## src/rtl/sid_regbus.sv

```systemverilog
// sid_regbus: multi-chip SID bus decode, write-only register banks, read-back mux, data-bus retention/fade.
// Latency: data_o and wr_pulse are registered, 1 clk after the sampled bus cycle; writes commit on phi2.
// Backpressure: none, every bus cycle is accepted. Option macro SID_BUS_BITFADE_EN selects per-bit fade.
module sid_regbus #(
    parameter int NUM_CHIPS = 2,
    parameter int TTL_W     = 10,
    parameter int TTL_6581  = 7,
    parameter int TTL_8580  = 664
) (
    input  logic                     clk,
    input  logic                     res_n,
    input  logic                     tick_ms,
    input  logic                     phi2,
    input  logic [NUM_CHIPS-1:0]     cs,
    input  logic                     oe,
    input  logic                     we,
    input  logic [4:0]               addr,
    input  logic [7:0]               data_i,
    input  logic [NUM_CHIPS-1:0]     model,
    input  logic [NUM_CHIPS*32-1:0]  ro_regs,
    output logic [7:0]               data_o,
    output logic [NUM_CHIPS*200-1:0] wo_regs,
    output logic [NUM_CHIPS-1:0]     wr_pulse
);

    localparam int SEL_W = (NUM_CHIPS > 1) ? $clog2(NUM_CHIPS) : 1;
`ifdef SID_BUS_BITFADE_EN
    // Age must reach the last bit's threshold, which can exceed TTL_W bits.
    localparam int TTL_MAX = (TTL_8580 > TTL_6581) ? TTL_8580 : TTL_6581;
    localparam int SAT_MAX = TTL_MAX + 7 * (TTL_MAX / 8);
    localparam int SAT_W   = $clog2(SAT_MAX + 1);
    localparam int AGE_W   = (SAT_W > TTL_W) ? SAT_W : TTL_W;
`else
    localparam int AGE_W   = TTL_W;
`endif
    localparam logic [AGE_W-1:0] TTL_A = AGE_W'(TTL_6581);
    localparam logic [AGE_W-1:0] TTL_B = AGE_W'(TTL_8580);

    logic [7:0]               data_q, data_d;
    logic [NUM_CHIPS*200-1:0] wo_q, wo_d;
    logic [NUM_CHIPS-1:0]     pulse_q, pulse_d;
    logic [7:0]               bus_q [NUM_CHIPS];
    logic [7:0]               bus_d [NUM_CHIPS];
    logic [AGE_W-1:0]         age_q [NUM_CHIPS];
    logic [AGE_W-1:0]         age_d [NUM_CHIPS];

    logic [SEL_W-1:0]         sel;
    logic                     any_cs;
    logic                     rd;
    logic [1:0]               ro_idx;

    // Bus decode: lowest selected chip wins the read path; a write cycle suppresses reads.
    always_comb begin
        sel = '0;
        for (int c = NUM_CHIPS - 1; c >= 0; c--) begin
            if (cs[c]) sel = SEL_W'(c);
        end
        any_cs = |cs;
        rd     = any_cs & oe & ~we & (addr >= 5'h19) & (addr <= 5'h1C);
        ro_idx = 2'(addr - 5'h19);
    end

    // Read mux: read-only register, else the retained bus value of the selected chip.
    always_comb begin
        data_d = 8'h00;
        if (rd) begin
            data_d = ro_regs[int'(sel) * 32 + int'(ro_idx) * 8 +: 8];
        end else if (any_cs) begin
            data_d = bus_q[sel];
        end
    end

    // Register writes and per-chip bus retention, all committed on phi2.
    always_comb begin
        logic [AGE_W-1:0] ttl;
`ifdef SID_BUS_BITFADE_EN
        logic [AGE_W-1:0] step;
        logic [AGE_W-1:0] sat;
        step = '0;
        sat  = '0;
`endif
        ttl     = '0;
        wo_d    = wo_q;
        pulse_d = '0;
        for (int c = 0; c < NUM_CHIPS; c++) begin
            bus_d[c] = bus_q[c];
            age_d[c] = age_q[c];
            ttl      = model[c] ? TTL_B : TTL_A;
            if (phi2) begin
                if (cs[c] & we) begin
                    bus_d[c] = data_i;
                    age_d[c] = '0;
                    if (addr < 5'h19) begin
                        wo_d[c * 200 + int'(addr) * 8 +: 8] = data_i;
                        pulse_d[c] = 1'b1;
                    end
                end else if (cs[c] & rd) begin
                    // A read drives the bus with the value presented last clk.
                    bus_d[c] = data_q;
                    age_d[c] = '0;
                end else begin
`ifdef SID_BUS_BITFADE_EN
                    step = ttl >> 3;
                    sat  = ttl + AGE_W'(7) * step;
                    for (int i = 0; i < 8; i++) begin
                        if (age_q[c] >= ttl + AGE_W'(i) * step) bus_d[c][i] = 1'b0;
                    end
                    age_d[c] = (age_q[c] >= sat) ? sat : age_q[c] + AGE_W'(tick_ms);
`else
                    // >= so a switch to a shorter TTL clears at once; age is clamped to ttl.
                    if (age_q[c] >= ttl) begin
                        bus_d[c] = 8'h00;
                        age_d[c] = ttl;
                    end else begin
                        age_d[c] = age_q[c] + AGE_W'(tick_ms);
                    end
`endif
                end
            end
        end
    end

    // State registers; async reset drops any write in flight.
    always_ff @(posedge clk or negedge res_n) begin
        if (!res_n) begin
            data_q  <= '0;
            wo_q    <= '0;
            pulse_q <= '0;
            for (int c = 0; c < NUM_CHIPS; c++) begin
                bus_q[c] <= '0;
                age_q[c] <= '0;
            end
        end else begin
            data_q  <= data_d;
            wo_q    <= wo_d;
            pulse_q <= pulse_d;
            for (int c = 0; c < NUM_CHIPS; c++) begin
                bus_q[c] <= bus_d[c];
                age_q[c] <= age_d[c];
            end
        end
    end

    assign data_o   = data_q;
    assign wo_regs  = wo_q;
    assign wr_pulse = pulse_q;

endmodule
```

## config.mk

```make
export PLATFORM = sky130hd
export DESIGN_NAME = sid_regbus
export DESIGN_NICKNAME = d
export VERILOG_FILES = /design/src/rtl/sid_regbus.sv
export SDC_FILE = /design/constraint.sdc
export NUM_CORES = 1
export LEC_CHECK = 0
export CAP_MARGIN = 20
export CORE_MARGIN = 8
export CORE_UTILIZATION = 41
export DETAILED_ROUTE_END_ITERATION = 7
export PLACE_DENSITY_LB_ADDON = 0.12
export SLEW_MARGIN = 40
export SYNTH_ARGS = -nofsm -noshare
export SYNTH_HDL_FRONTEND = slang
export SYNTH_SLANG_ARGS = --single-unit
```

## constraint.sdc

```tcl
create_clock -name clk -period 3 [get_ports clk]
set_input_delay 0.3 -clock clk [delete_from_list [all_inputs] [get_ports clk]]
set_output_delay 0.3 -clock clk [all_outputs]
set_load 0.05 [all_outputs]
```

==> impl_metrics.py, run 1 <==
metrics = {
    "setup_path": {
        "path_common_cell": "buf_4",
        "worst-path-max-fanout": 8,
        "cp-startpoint": "addr[2]",
        "cp.required_ns": 3.47,
        "crit_family": "buffers and inverters",
        "crit_path_max_incr_delay_ns": 0.53,
        "worst_r2r_endpoint": "bus_q[7]$_DFFE_PN0P_",
        "r2r_slack_ns": 0.75,
        "crit_chain": "clkdlybuf4s50_1, buf_4, o311ai_1, o211ai_1, buf_4, nor2_1, nand2_1, mux2_2",
        "worstRegToRegCells": 8,
        "cp.arrival_ns": 3.18,
        "path_class": "input port to flop",
        "critPathBufInv": 3,
        "start_kind": "input port",
        "reg2reg_from": "age_q[0]$_DFFE_PN0P_",
        "cp-end-kind": "flop",
        "cp_slowest_cell": "clkdlybuf4s50_1",
    },
    "floorplanning": {
        "core_um2": 50070,
        "die_h_um": 241.0,
        "die_area_um2": 58100,
        "initial_core_util_pct": 41.47,
        "pin_count": 497,
        "rows": 82,
        "fp.dieW_um": 241.0,
    },
    "hold_path": {
        "hold_end": "wo_regs[258]$_DFF_PN0_",
        "hp-class": "input port to flop",
        "hold_depth": 2,
        "min-delay-start": "data_i[2]",
    },
    "cts": {
        "htree_levels": 2,
        "clk_pin_slew_ns": 0.06,
        "cts_tree": "built",
        "ctsRootBufferMaster": "clkbuf_16",
        "cts_resized": 0,
        "clk_latency_ns": 0.59,
        "clock_sinks": 446,
        "cts_made_buffers": 49,
        "cts_buffer_depth": 3,
    },
    "logic_synthesis": {
        "syn_avg_cell_area_um2": 10.72,
        "ys.flop_type": "dfrtp_1",
        "synthesis.area_um2": 20760,
        "synth_edf_count": 0,
        "synth_top_area_cell": "dfrtp_1",
        "async_flop_share_pct": 100.0,
        "synthCells": 1937,
        "synth_seq_cells": 446,
        "yosys_warnings": 0,
        "yosysTopAreaCellShare_pct": 53.75,
        "syn_nets": 2048,
        "yosysSeqAreaShare_pct": 53.75,
        "ys_types": 74,
        "synth_area_leaders": "dfrtp_1 (54%), mux2_2 (8.3%), mux2i_1 (4.6%)",
    },
    "power": {
        "ir_worst_vdd_v": 0.0004228,
        "p_total_mw": 16.62,
        "powerDensity_nw_per_um2": 572.6,
        "p_seq_share_pct": 40.8,
        "combPwrFrac_pct": 21.5,
        "power.internal_mw": 11.43,
        "p_leak_nw": 13.14,
        "p_clk_share_pct": 37.8,
        "power.switching_mw": 5.187,
        "swShare_pct": 31.22,
    },
    "route": {
        "ant_nets": 0,
        "first_pass_iters": 5,
        "wl_mm": 83.47,
        "vias": 18080,
        "drc": 0,
        "drtIter0Drc": 1489,
        "routedWlPerCell_um": 26.06,
        "via_per_inst": 5.643,
    },
    "global_routing": {
        "grt_pass1_vias": 18470,
        "globalRoute.busiestLayer": "met2",
        "met1_usage_pct": 34.72,
        "grtUsageMet2_pct": 47.02,
        "grt_max_degree": 73,
        "grt_pass1_wl_mm": 122.6,
        "grt_antenna_before_repair": 9,
        "gr-total-overflow": 0,
        "grtUsageMet3_pct": 7.798,
        "grtUsageTotal_pct": 27.97,
    },
    "layout": {
        "nFillCells": 4315,
        "final_cell_count_no_fill": 3203,
        "nets": 2603,
        "area_delta_synth_final_pct": 39.76,
        "finish.utilization_pct": 57.96,
        "postLayoutCellArea_um2": 29020,
        "drive_above_1_share_pct": 17.56,
    },
    "run": {
        "maxCapViolCount": 0,
    },
    "timing": {
        "layout_min_cycle_time_ns": 2.712,
        "final.period_utilization_pct": 90.40,
        "tns_ns": 0,
        "tightest_slew_ns": 0.8171,
        "finalHoldViolations": 0,
        "final-max-slew-violation-count": 0,
        "slew_headroom_pct": 45.07,
        "clock_skew_ns": 0.007682,
        "max_clock_freq_ghz": 0.3687,
        "rsz0062_at_grt": "false",
        "finalSetupViolCount": 0,
    },
    "placed_design": {
        "dpl.hpwl_mm": 62.01,
        "gp_congestion": 0.8982,
        "placed_cells": 3112,
        "numPortBuffers": 496,
        "placed_cell_area_um2": 27330,
    },
    "run_status": {
        "status": "finished, final reports clean",
    },
}
-- worst max-delay path by stage --
stage,slack (ns),cells past startpoint,to
2_1_floorplan,0.02,16,wo_regs[208]$_DFF_PN0_
3_3_place_gp,-0.16,8,wo_regs[161]$_DFF_PN0_
3_5_place_dp,-0.17,8,wo_regs[164]$_DFF_PN0_
4_1_cts,0.44,8,wo_regs[164]$_DFF_PN0_
5_1_grt,0.21,8,wo_regs[166]$_DFF_PN0_
6_report,0.29,8,wo_regs[164]$_DFF_PN0_
-- flip-flops by register name, indices dropped and copies added (netlist names), named ones only --
| signal | flops |
|---|---|
| data_o | 8 |
| wo_regs | 392 |
| age_q | 20 |
| bus_q | 16 |
| wr_pulse | 2 |
-- through the flow --
stage               hold slack [ns]  setup slack, ns
floorplan                  0.004409          0.01845
global placement             0.3422          -0.1552
detailed placement           0.3506          -0.1712
CTS                          0.1225           0.4369
global route                 0.1483           0.2117
finish                       0.1557           0.2880
-- Yosys cell counts, drive strengths merged, types with 9 or more instances --
cell type,instances
nand3,85
and3,23
ha,24
dfrtp,446
mux2,153
a22o,25
nand2b,11
nand2,239
nand4,9
o21ai,107
and2,15
clkbuf,109
nor3,69
mux4,16
nor2,145
o221ai,10
o22ai,11
nor2b,11
or3,12
a21oi,60
mux2i,95
a221o,25
inv,51
buf,33
o31ai,44
a31oi,10
-- worst reg2reg max path, cell delays in order, from the launching register on --
cell and delay [ns]:
dfrtp_1 0.39, inv_1 0.07, ha_1 0.26, nand2b_1 0.15
a2111oi_0 0.50, o21a_1 0.23, a21oi_1 0.07, buf_4 0.19
mux2_2 0.29
-- area by class of cell --
type / instances / area (µm²) / area share (%)
clock buffer: 63 / 1359 / 4.682
inverter: 52 / 195.2 / 0.6726
antenna: 2 / 5.005 / 0.01725
multi-input combinational: 1297 / 8889 / 30.63
timing repair buffer: 646 / 6256 / 21.56
clock inverter: 25 / 315.3 / 1.086
tap: 672 / 840.8 / 2.897
sequential: 446 / 11160 / 38.46
-- layer usage --
| metal | part of all wire [%] | wire length [µm] | up-vias |
|---|---|---|---|
| met1 | 40 | 32990 | 9191 |
| li1 | - | - | 8023 |
| met2 | 49 | 40970 | 707 |
| met3 | 8.5 | 7079 | 142 |
| met5 | 0.098 | 82 | - |
| met4 | 2.8 | 2351 | 12 |
-- what timing repair did --
action | in CTS | in global routing
hold endpoints to repair | 60 | 0
buffers inserted | 0 | 0
hold buffers | 1 | 0
-- power by group through the flow --
stage	registers (mW)	logic (mW)	clock network (mW)
finish	6.77	3.57	6.28
global route	6.82	3.80	6.61
CTS	6.77	3.57	6.38
detailed placement	6.87	3.55	0
global placement	6.85	3.50	0
floorplan	7.62	1.26	0
-- cell families after synthesis --
family	Yosys count	share of synthesized area [%]
DFF	446	53.75
AOI/OAI and AO/OA	348	11.38
muxes	264	14.61
and+or+nand+nor	652	14.72
xor gates and xnor gates	9	0.3796
adders and majority gates	24	1.446
buffers and inverters	194	3.712
-- placed cells by master, fill, tap and decap left out, types with 49 or more instances in the layout --
| cell | Yosys | routed |
|---|---|---|
| clkbuf_16 | 0 | 49 |
| nor3_1 | 65 | 63 |
| buf_4 | 0 | 134 |
| clkdlybuf4s50_1 | 0 | 486 |
| nor2_1 | 143 | 142 |
| inv_1 | 51 | 49 |
| o21ai_0 | 103 | 103 |
| nand2_1 | 238 | 236 |
| mux2_2 | 153 | 153 |
| nand3_1 | 84 | 84 |
| dfrtp_1 | 446 | 446 |
| a21oi_1 | 60 | 59 |
| mux2i_1 | 95 | 95 |
(Power assumes the default switching activity.)
==> run 2: changes to the inputs <==
--- a/config.mk
+++ b/config.mk
@@ -7,7 +7,7 @@
 export LEC_CHECK = 0
 export CAP_MARGIN = 20
 export CORE_MARGIN = 8
-export CORE_UTILIZATION = 41
+export CORE_UTILIZATION = 50
 export DETAILED_ROUTE_END_ITERATION = 7
 export PLACE_DENSITY_LB_ADDON = 0.12
 export SLEW_MARGIN = 40
==> run 2 against run 1 <==
Non-clock buffer count decreased by 17; setup slack got worse by 0.071 ns; register-to-register slack got worse by 0.18 ns; cell count decreased by 4.9%; utilization increased by 12 points; global-route usage increased by 4.7 points; sequential power about the same; fmax decreased by 2.6%; combinational power decreased by 2%; clock-buffer cell count increased by 9.
==> impl_metrics.py, run 2 (synthesis results as in run 1) <==
metrics = {
    "run_status": {
        "status": "finished, final reports clean",
    },
    "power": {
        "powerDensity_nw_per_um2": 564.5,
        "p_leak_nw": 12.97,
        "ir_worst_vdd_v": 0.0004487,
        "p_total_mw": 16.10,
    },
    "setup_path": {
        "worst-path-max-fanout": 26,
        "cp-end-kind": "flop",
        "start_kind": "input port",
        "worst_r2r_endpoint": "bus_q[0]$_DFFE_PN0P_",
        "r2r_slack_ns": 0.57,
        "path_class": "input port to flop",
        "cp-startpoint": "addr[2]",
        "cp.arrival_ns": 3.25,
        "reg2reg_from": "age_q[0]$_DFFE_PN0P_",
        "cp.required_ns": 3.46,
        "worstRegToRegCells": 8,
    },
    "layout": {
        "nFillCells": 3149,
        "drive_above_1_share_pct": 16.55,
        "final_cell_count_no_fill": 3045,
        "largest_reg_flops": 392,
        "layout_common_cells": "clkdlybuf4s50_1 (487), dfrtp_1 (446), nand2_1 (236), mux2_2 (153), nor2_1 (142)",
        "area_delta_synth_final_pct": 37.34,
        "final_common_cell": "clkdlybuf4s50_1",
        "postLayoutCellArea_um2": 28520,
        "nets": 2584,
        "finish.utilization_pct": 69.68,
    },
    "global_routing": {
        "grt_pass1_vias": 18860,
        "grt_max_degree": 79,
        "grt_antenna_before_repair": 1,
        "gr-total-overflow": 0,
        "grtUsageTotal_pct": 32.67,
        "grt_pass1_wl_mm": 119.3,
    },
    "placed_design": {
        "placed_cells": 2955,
        "dpl.hpwl_mm": 59.93,
        "numPortBuffers": 496,
        "placed_cell_area_um2": 26950,
        "gp_congestion": 0.9312,
    },
    "run": {
        "maxCapViolCount": 0,
    },
    "route": {
        "vias": 18160,
        "first_pass_iters": 6,
        "drc": 0,
        "wl_mm": 80.53,
        "via_per_inst": 5.963,
        "routedWlPerCell_um": 26.45,
        "ant_nets": 0,
        "drtIter0Drc": 1526,
    },
    "cts": {
        "htree_levels": 2,
        "clock_sinks": 446,
        "cts_buffer_depth": 3,
        "clk_pin_slew_ns": 0.07,
        "post_cts_buffers": 0,
        "ctsRootBufferMaster": "clkbuf_16",
        "cts_tree": "built",
        "cts_made_buffers": 47,
        "clk_latency_ns": 0.58,
    },
    "timing": {
        "final.period_utilization_pct": 92.78,
        "final-max-slew-violation-count": 0,
        "max_clock_freq_ghz": 0.3593,
        "layout_min_cycle_time_ns": 2.783,
        "clock_skew_ns": 0.006651,
        "tightest_slew_ns": 0.7956,
        "finalSetupViolCount": 0,
        "hold_slack_ns": 0.1684,
        "finalHoldViolations": 0,
        "rsz0062_at_grt": "false",
        "slew_headroom_pct": 46.77,
    },
    "hold_path": {
        "min-delay-start": "data_i[0]",
        "hold_depth": 3,
        "hold_end": "wo_regs[376]$_DFF_PN0_",
        "hp-class": "input port to flop",
    },
    "floorplanning": {
        "initial_core_util_pct": 50.74,
        "fp.dieW_um": 219.8,
        "core_um2": 40920,
        "die_h_um": 219.8,
        "pin_count": 497,
        "rows": 74,
        "die_area_um2": 48300,
    },
}
-- run 2: changes by cell type in the layout (fill, tap and decap cells not counted), sizes merged, moves of 3 or more --
| cell | previous run | this run |
|---|---|---|
| diode | 2 | 5 |
| bufinv | 6 | 2 |
| buf | 159 | 141 |
| clkinv | 15 | 8 |
| clkbuf | 63 | 72 |
-- run 2: report_power, final --
group,internal (mW),switching (mW)
Sequential,6.42,0.352
Combinational,1.24,2.27
Clock,3.43,2.39
Total,11.1,5.01
-- run 2: metrics by stage --
| step | TNS (ns) | setup WS (ns) |
|---|---|---|
| after floorplan | 0 | 0.01845 |
| after global placement | -5.945 | -0.2025 |
| after detailed placement | -7.195 | -0.2385 |
| after CTS | 0 | 0.3289 |
| after global routing | 0 | 0.1815 |
| final | 0 | 0.2166 |
-- run 2: worst max-delay path: stages --
cell             delay, ns
clkdlybuf4s50_1       0.47
buf_12                0.20
o311ai_1              0.41
o211ai_1              0.20
buf_4                 0.20
nor2_1                0.62
nand2_1               0.44
mux2_2                0.40
-- run 2: layer usage --
layer	part of all wire, %	track usage [%]	wire length, µm	vias to the layer above
met5	0	0	0	-
met4	5.2	16.39	4154	0
met3	9.0	9.063	7286	204
met2	48	53.33	38790	825
met1	38	39.48	30300	9134
li1	-	-	-	7995
-- run 2: area by class of cell --
class | instances | area (µm²) | area share, %
timing repair buffer | 629 | 6058 | 21.24
sequential | 446 | 11160 | 39.14
antenna | 5 | 12.51 | 0.04387
inverter | 52 | 195.2 | 0.6844
clock inverter | 12 | 117.6 | 0.4124
multi-input combinational | 1297 | 8885 | 31.16
tap | 532 | 665.6 | 2.334
clock buffer | 72 | 1423 | 4.989
-- run 2: repair_timing --
action,CTS,global route
endpoints found under the hold margin,70,0
hold buffers,1,0
gates resized for setup,0,0
-- run 2: worst max-delay path by stage --
stage | endpoint | slack [ns] | cells past startpoint
2_1_floorplan | wo_regs[208]$_DFF_PN0_ | 0.02 | 16
3_3_place_gp | wo_regs[157]$_DFF_PN0_ | -0.20 | 8
3_5_place_dp | wo_regs[159]$_DFF_PN0_ | -0.24 | 8
4_1_cts | wo_regs[140]$_DFF_PN0_ | 0.33 | 8
5_1_grt | wo_regs[143]$_DFF_PN0_ | 0.18 | 8
6_report | wo_regs[158]$_DFF_PN0_ | 0.22 | 8
==> variant 1 (config.mk and constraints of run 2) <==
The option `SID_BUS_BITFADE_EN` is turned on by a define.
--- a/src/rtl/sid_regbus.sv
+++ b/src/rtl/sid_regbus.sv
@@ -3,2 +3,4 @@
 // Backpressure: none, every bus cycle is accepted. Option macro SID_BUS_BITFADE_EN selects per-bit fade.
+`define SID_BUS_BITFADE_EN
+
 module sid_regbus #(
Function: not settled (the Yosys comparison gave no result); the edit may change what the design does.
==> variant 1 against run 2 <==
Total power up 3.0%. Sequential cell count rose by 2. Synthesized cell count rose by 6.5%. Synthesized area increased by 4.5%. Global-route usage rose by 0.80 points. First-iteration DRC count is 24% higher. Setup slack better by 0.20 ns. Cell area increased by 4.7%. Routed wire length rose by 8.2%.
==> variant 1: results <==
metrics = {
    "global_routing": {
        "grt_pass1_wl_mm": 129,
        "antenna_found_initial": 2,
        "grt_usage": 0.335,
        "grt_max_degree": 84,
        "grt_pass1_vias": 20032,
    },
    "power": {
        "p_leak_nw": 13.2,
        "ir_worst_vdd_v": 0.000483,
        "internal_power_mw": 11.3,
    },
    "setup_path": {
        "ff2ff_setup_slack_ns": 0.54,
        "crit_path_start": "model[1]",
        "r2r-start": "age_q[15]",
        "cp_data_arrival_time_ns": 3.08,
        "worstPathMaxFanout": 6,
    },
    "cts": {
        "cts_resized": 0,
        "clockBufferDepth": 3,
        "path_clk_slew_ns": 0.06,
        "htreeDepth": 2,
        "numCtsBuffers": 47,
    },
    "synth": {
        "yosysUniqueCellTypes": 88,
        "seq_area_frac_synth": 0.517,
        "yosys_warnings": 0,
        "synth_nets": 2182,
        "synth_common_cells": "dfrtp_1 (448), nand2_1 (275), mux2_2 (161)",
        "synth.area.top_cells": "dfrtp_1 (52%), mux2_2 (8.4%), nand2_1 (4.8%)",
        "synthCells": 2063,
        "synthArstFlopShare": 1.00,
    },
    "worst_hold_path": {
        "hold_start": "addr[3]",
        "holdCritPathClass": "in2reg",
    },
    "route": {
        "vias_per_cell": 6.06,
        "firstDrtPassIters": 6,
        "wl_mm": 87.2,
        "drtIter0Drc": 1894,
    },
    "placed_design": {
        "dp_slack_ns": -0.238,
        "io_buffers": 496,
        "hpwlAfterDp_mm": 65.1,
        "place_congestion": 0.951,
    },
    "cells_and_area": {
        "drive_above_1_share": 0.185,
        "finalNonFillerCells": 3249,
        "finalNetCount": 2744,
        "largest_reg_flops": 392,
    },
    "sta": {
        "fin_crit_sh": 0.861,
        "slew_headroom": 0.416,
        "fin_skew_ns": 0.00983,
    },
    "run_status": {
        "outcome": "complete, no violations",
    },
}
-- variant 1: kinds of logic (layout without fill, tap and decap cells) --
kind of cell    Yosys count  count (layout)  share of synthesized area
compound gates          425             425                      0.138
mux                     244             244                      0.131
flops                   448             448                      0.517
xor+xnor                  4               4                    0.00162
simple gates            717             717                      0.157
other cells               0               1                          0
fa+ha+maj                32              32                     0.0185
buf+inv                 193             793                     0.0367
-- variant 1: routing by layer --
| metal | track usage | part of all wire | up-vias |
|---|---|---|---|
| met3 | 0.0871 | 0.087 | 210 |
| met1 | 0.420 | 0.39 | 9899 |
| met2 | 0.540 | 0.47 | 955 |
| met4 | 0.155 | 0.049 | 2 |
| met5 | 0 | 0.00015 | - |
| li1 | - | - | 8622 |
-- variant 1: timing repair --
action / in CTS / in global routing
endpoints found under the hold margin: 72 / 0
buffers inserted: 0 / 0
hold buffers: 1 / 0
-- variant 1: critical path, cell delays in order --
cell and delay [ns]:
clkdlybuf4s50_1 0.61, inv_1 0.19, buf_4 0.20, ha_1 0.30, nand2b_1 0.16, a31o_2 0.25
a2111oi_0 0.62, buf_4 0.21, o21ai_0 0.07, o221ai_1 0.17
-- variant 1: power by group through the flow --
stage          Clock (mW)  Combinational (mW)  Sequential, mW
2_1_floorplan           0                1.64            7.32
3_3_place_gp            0                3.76            6.84
3_5_place_dp            0                3.80            6.85
4_1_cts              6.03                3.82            6.74
5_1_grt              6.28                4.09            6.79
6_report             5.98                3.85            6.75
-- variant 1: metrics by stage --
step                      instance area [um2]  hold slack (ns)   util  power [mW]
after detailed placement                28200            0.315  0.657        10.7
after global routing                    29800            0.220  0.694        17.2
after CTS                               29800            0.190  0.694        16.6
after global placement                  28200            0.307  0.657        10.6
after floorplan                         21800          0.00441      -        8.96
final                                   29800            0.222  0.694        16.6
-- variant 1: path summary, 6_finish.rpt --
path | endpoint | cells after the start
max | bus_q[0] | 10
min | wo_regs[260] | 4
max reg2reg | bus_q[15] | 7
min in group asynchronous | wo_regs[282] | 2
max in group asynchronous | wo_regs[366] | 4
min reg2reg | wo_regs[297] | 2
-- variant 1: final cells by class --
class                           count  area, um2
Tap cell                          585        732
Clock inverter                     20        204
Clock buffer                       67       1380
Multi-Input combinational cell   1422       9770
Timing Repair Buffer              670       6410
Inverter                           36        135
Fill cell                        3328      13100
Antenna cell                        1       2.50
Sequential cell                   448      11200
==> variant 2 (config.mk and constraints of run 2) <==
Made on the original files. Add an input register stage for `ro_regs`, with the module's reset; this delays it by one clock. The other inputs are not delayed to match.
--- a/src/rtl/sid_regbus.sv
+++ b/src/rtl/sid_regbus.sv
@@ -38,2 +38,12 @@
 
+    logic [NUM_CHIPS*32-1:0] ro_regs_q;
+
+    always_ff @(posedge clk or negedge res_n) begin
+        if (!res_n) begin
+            ro_regs_q <= '0;
+        end else begin
+            ro_regs_q <= ro_regs;
+        end
+    end
+
     logic [7:0]               data_q, data_d;
@@ -66,3 +76,3 @@
         if (rd) begin
-            data_d = ro_regs[int'(sel) * 32 + int'(ro_idx) * 8 +: 8];
+            data_d = ro_regs_q[int'(sel) * 32 + int'(ro_idx) * 8 +: 8];
         end else if (any_cs) begin
Function: not settled (the Yosys comparison gave no result); the edit may change what the design does.
==> variant 2 against run 2 <==
Synthesized area grew 2.9%. Routed wire length shrank 1.5%. Setup slack gained 0.35 ns. Combinational power shrank 24%. Sequential cell count grew 64. Total power grew 4.3%. Cell area grew 4.3%. Critical path type unchanged.
==> variant 2: results <==
metrics = {
    "synth": {
        "synth.area.top_cells": "dfrtp_1 (60%), nand2_1 (6.8%), mux2_2 (4.8%)",
        "yosysUniqueCellTypes": 70,
        "synth_xor_area_frac": 0.00322,
        "synth_common_cells": "dfrtp_1 (510), nand2_1 (389), o21ai_0 (183)",
        "synth-compound-area-share": 0.145,
        "synth_nets": 2053,
        "synth_mux_area_frac": 0.0761,
        "synthAdderAreaFrac": 0.0141,
        "seq_area_frac_synth": 0.597,
    },
    "setup_path": {
        "crit_path_start": "addr[1]",
        "worstPathMaxFanout": 29,
        "r2r_end": "age_q[12]",
        "crit_slowest_cell": "o22a_1",
        "max_stage_delay_ns": 0.54,
        "ff2ff_setup_slack_ns": 0.76,
        "r2r-start": "age_q[12]",
        "rr_worst_depth": 7,
        "cp-endpoint": "wo_regs[235]",
        "path_delay_family": "buffers and inverters",
    },
    "cells_and_area": {
        "finalNetCount": 2643,
        "fillers": 3074,
        "drive_above_1_share": 0.149,
    },
    "worst_hold_path": {
        "holdPathStages": 1,
    },
    "global_routing": {
        "grt_pass1_wl_mm": 119,
        "antenna_found_initial": 6,
        "grt_max_degree": 93,
        "grt_pass1_vias": 18788,
        "met2_usage": 0.509,
        "grt_usage": 0.312,
        "met1_usage": 0.384,
    },
    "route": {
        "wire_per_inst_um": 25.4,
        "firstDrtPassIters": 5,
        "drtIter0Drc": 1908,
    },
    "cts": {
        "insertion_delay_ns": 0.61,
        "numCtsBuffers": 51,
    },
    "sta": {
        "hold_ws_ns": 0.128,
        "slew_headroom": 0.473,
    },
    "power": {
        "ir_worst_vdd_v": 0.000470,
        "p_leak_nw": 12.9,
    },
    "placed_design": {
        "hpwlAfterDp_mm": 59.4,
        "dp_cells": 3016,
        "placed_area_um2": 27900,
        "dp_slack_ns": 0.0434,
    },
    "run_status": {
        "outcome": "complete, no violations",
    },
}
==> variant 2: cell count changes after synthesis, moves of 36 or more <==
cell     change
mux2i_1     -71
mux2_2      -62
inv_1       -36
dfrtp_1     +64
nand2_1    +151
nor2_1      -67
o21ai_0     +80
==> variant 2: cell type report <==
type	count	area, um2	area share
sequential	510	12800	0.429
multi-input combinational	1296	8080	0.272
timing repair buffer	657	6380	0.215
inverter	16	60.1	0.00202
antenna	5	12.5	0.000421
clock buffer	73	1510	0.0508
tap	539	674	0.0227
clock inverter	20	249	0.00837
==> variant 2: report_power, final <==
group	internal, mW	switching, mW
combinational	0.944	1.72
clock	3.93	2.72
sequential	7.22	0.262
==> variant 2: cell families after synthesis <==
kind of cell               Yosys count
muxes                              131
adders and majority gates           24
AOI/OAI and AO/OA                  469
and+or+nand+nor                    665
buffers and inverters              136
xor gates and xnor gates             7
DFF                                510
==> variant 2: metal layers <==
metal / vias up / wire (um)
li1: 8148 / -
met1: 9190 / 30600
met2: 876 / 38100
met3: 224 / 6550
met4: 2 / 4020
met5: - / 11
==> variant 2: worst reg2reg max path, delay by kind of cell (launching register included) <==
kind,cells,cell delay [ns]
AO/OA/AOI/OAI,5,1.06
adder cells (fa/ha/maj),1,0.31
flip-flops,1,0.43
AND/OR/NAND/NOR,1,0.35
==> variant 2: repair_timing <==
action / in CTS / in global routing
endpoints found under the hold margin: 79 / 0
gates resized for setup: 0 / 0
setup buffers: 0 / 0
hold buffers: 1 / 0
==> variant 2: worst min path at each step <==
stage                 from       endpoint
2_1_floorplan        res_n      async pin
3_3_place_gp         res_n   wo_regs[378]
3_5_place_dp         res_n   wo_regs[378]
4_1_cts        ro_regs[36]  ro_regs_q[36]
5_1_grt        ro_regs[43]  ro_regs_q[43]
6_report       ro_regs[61]  ro_regs_q[61]
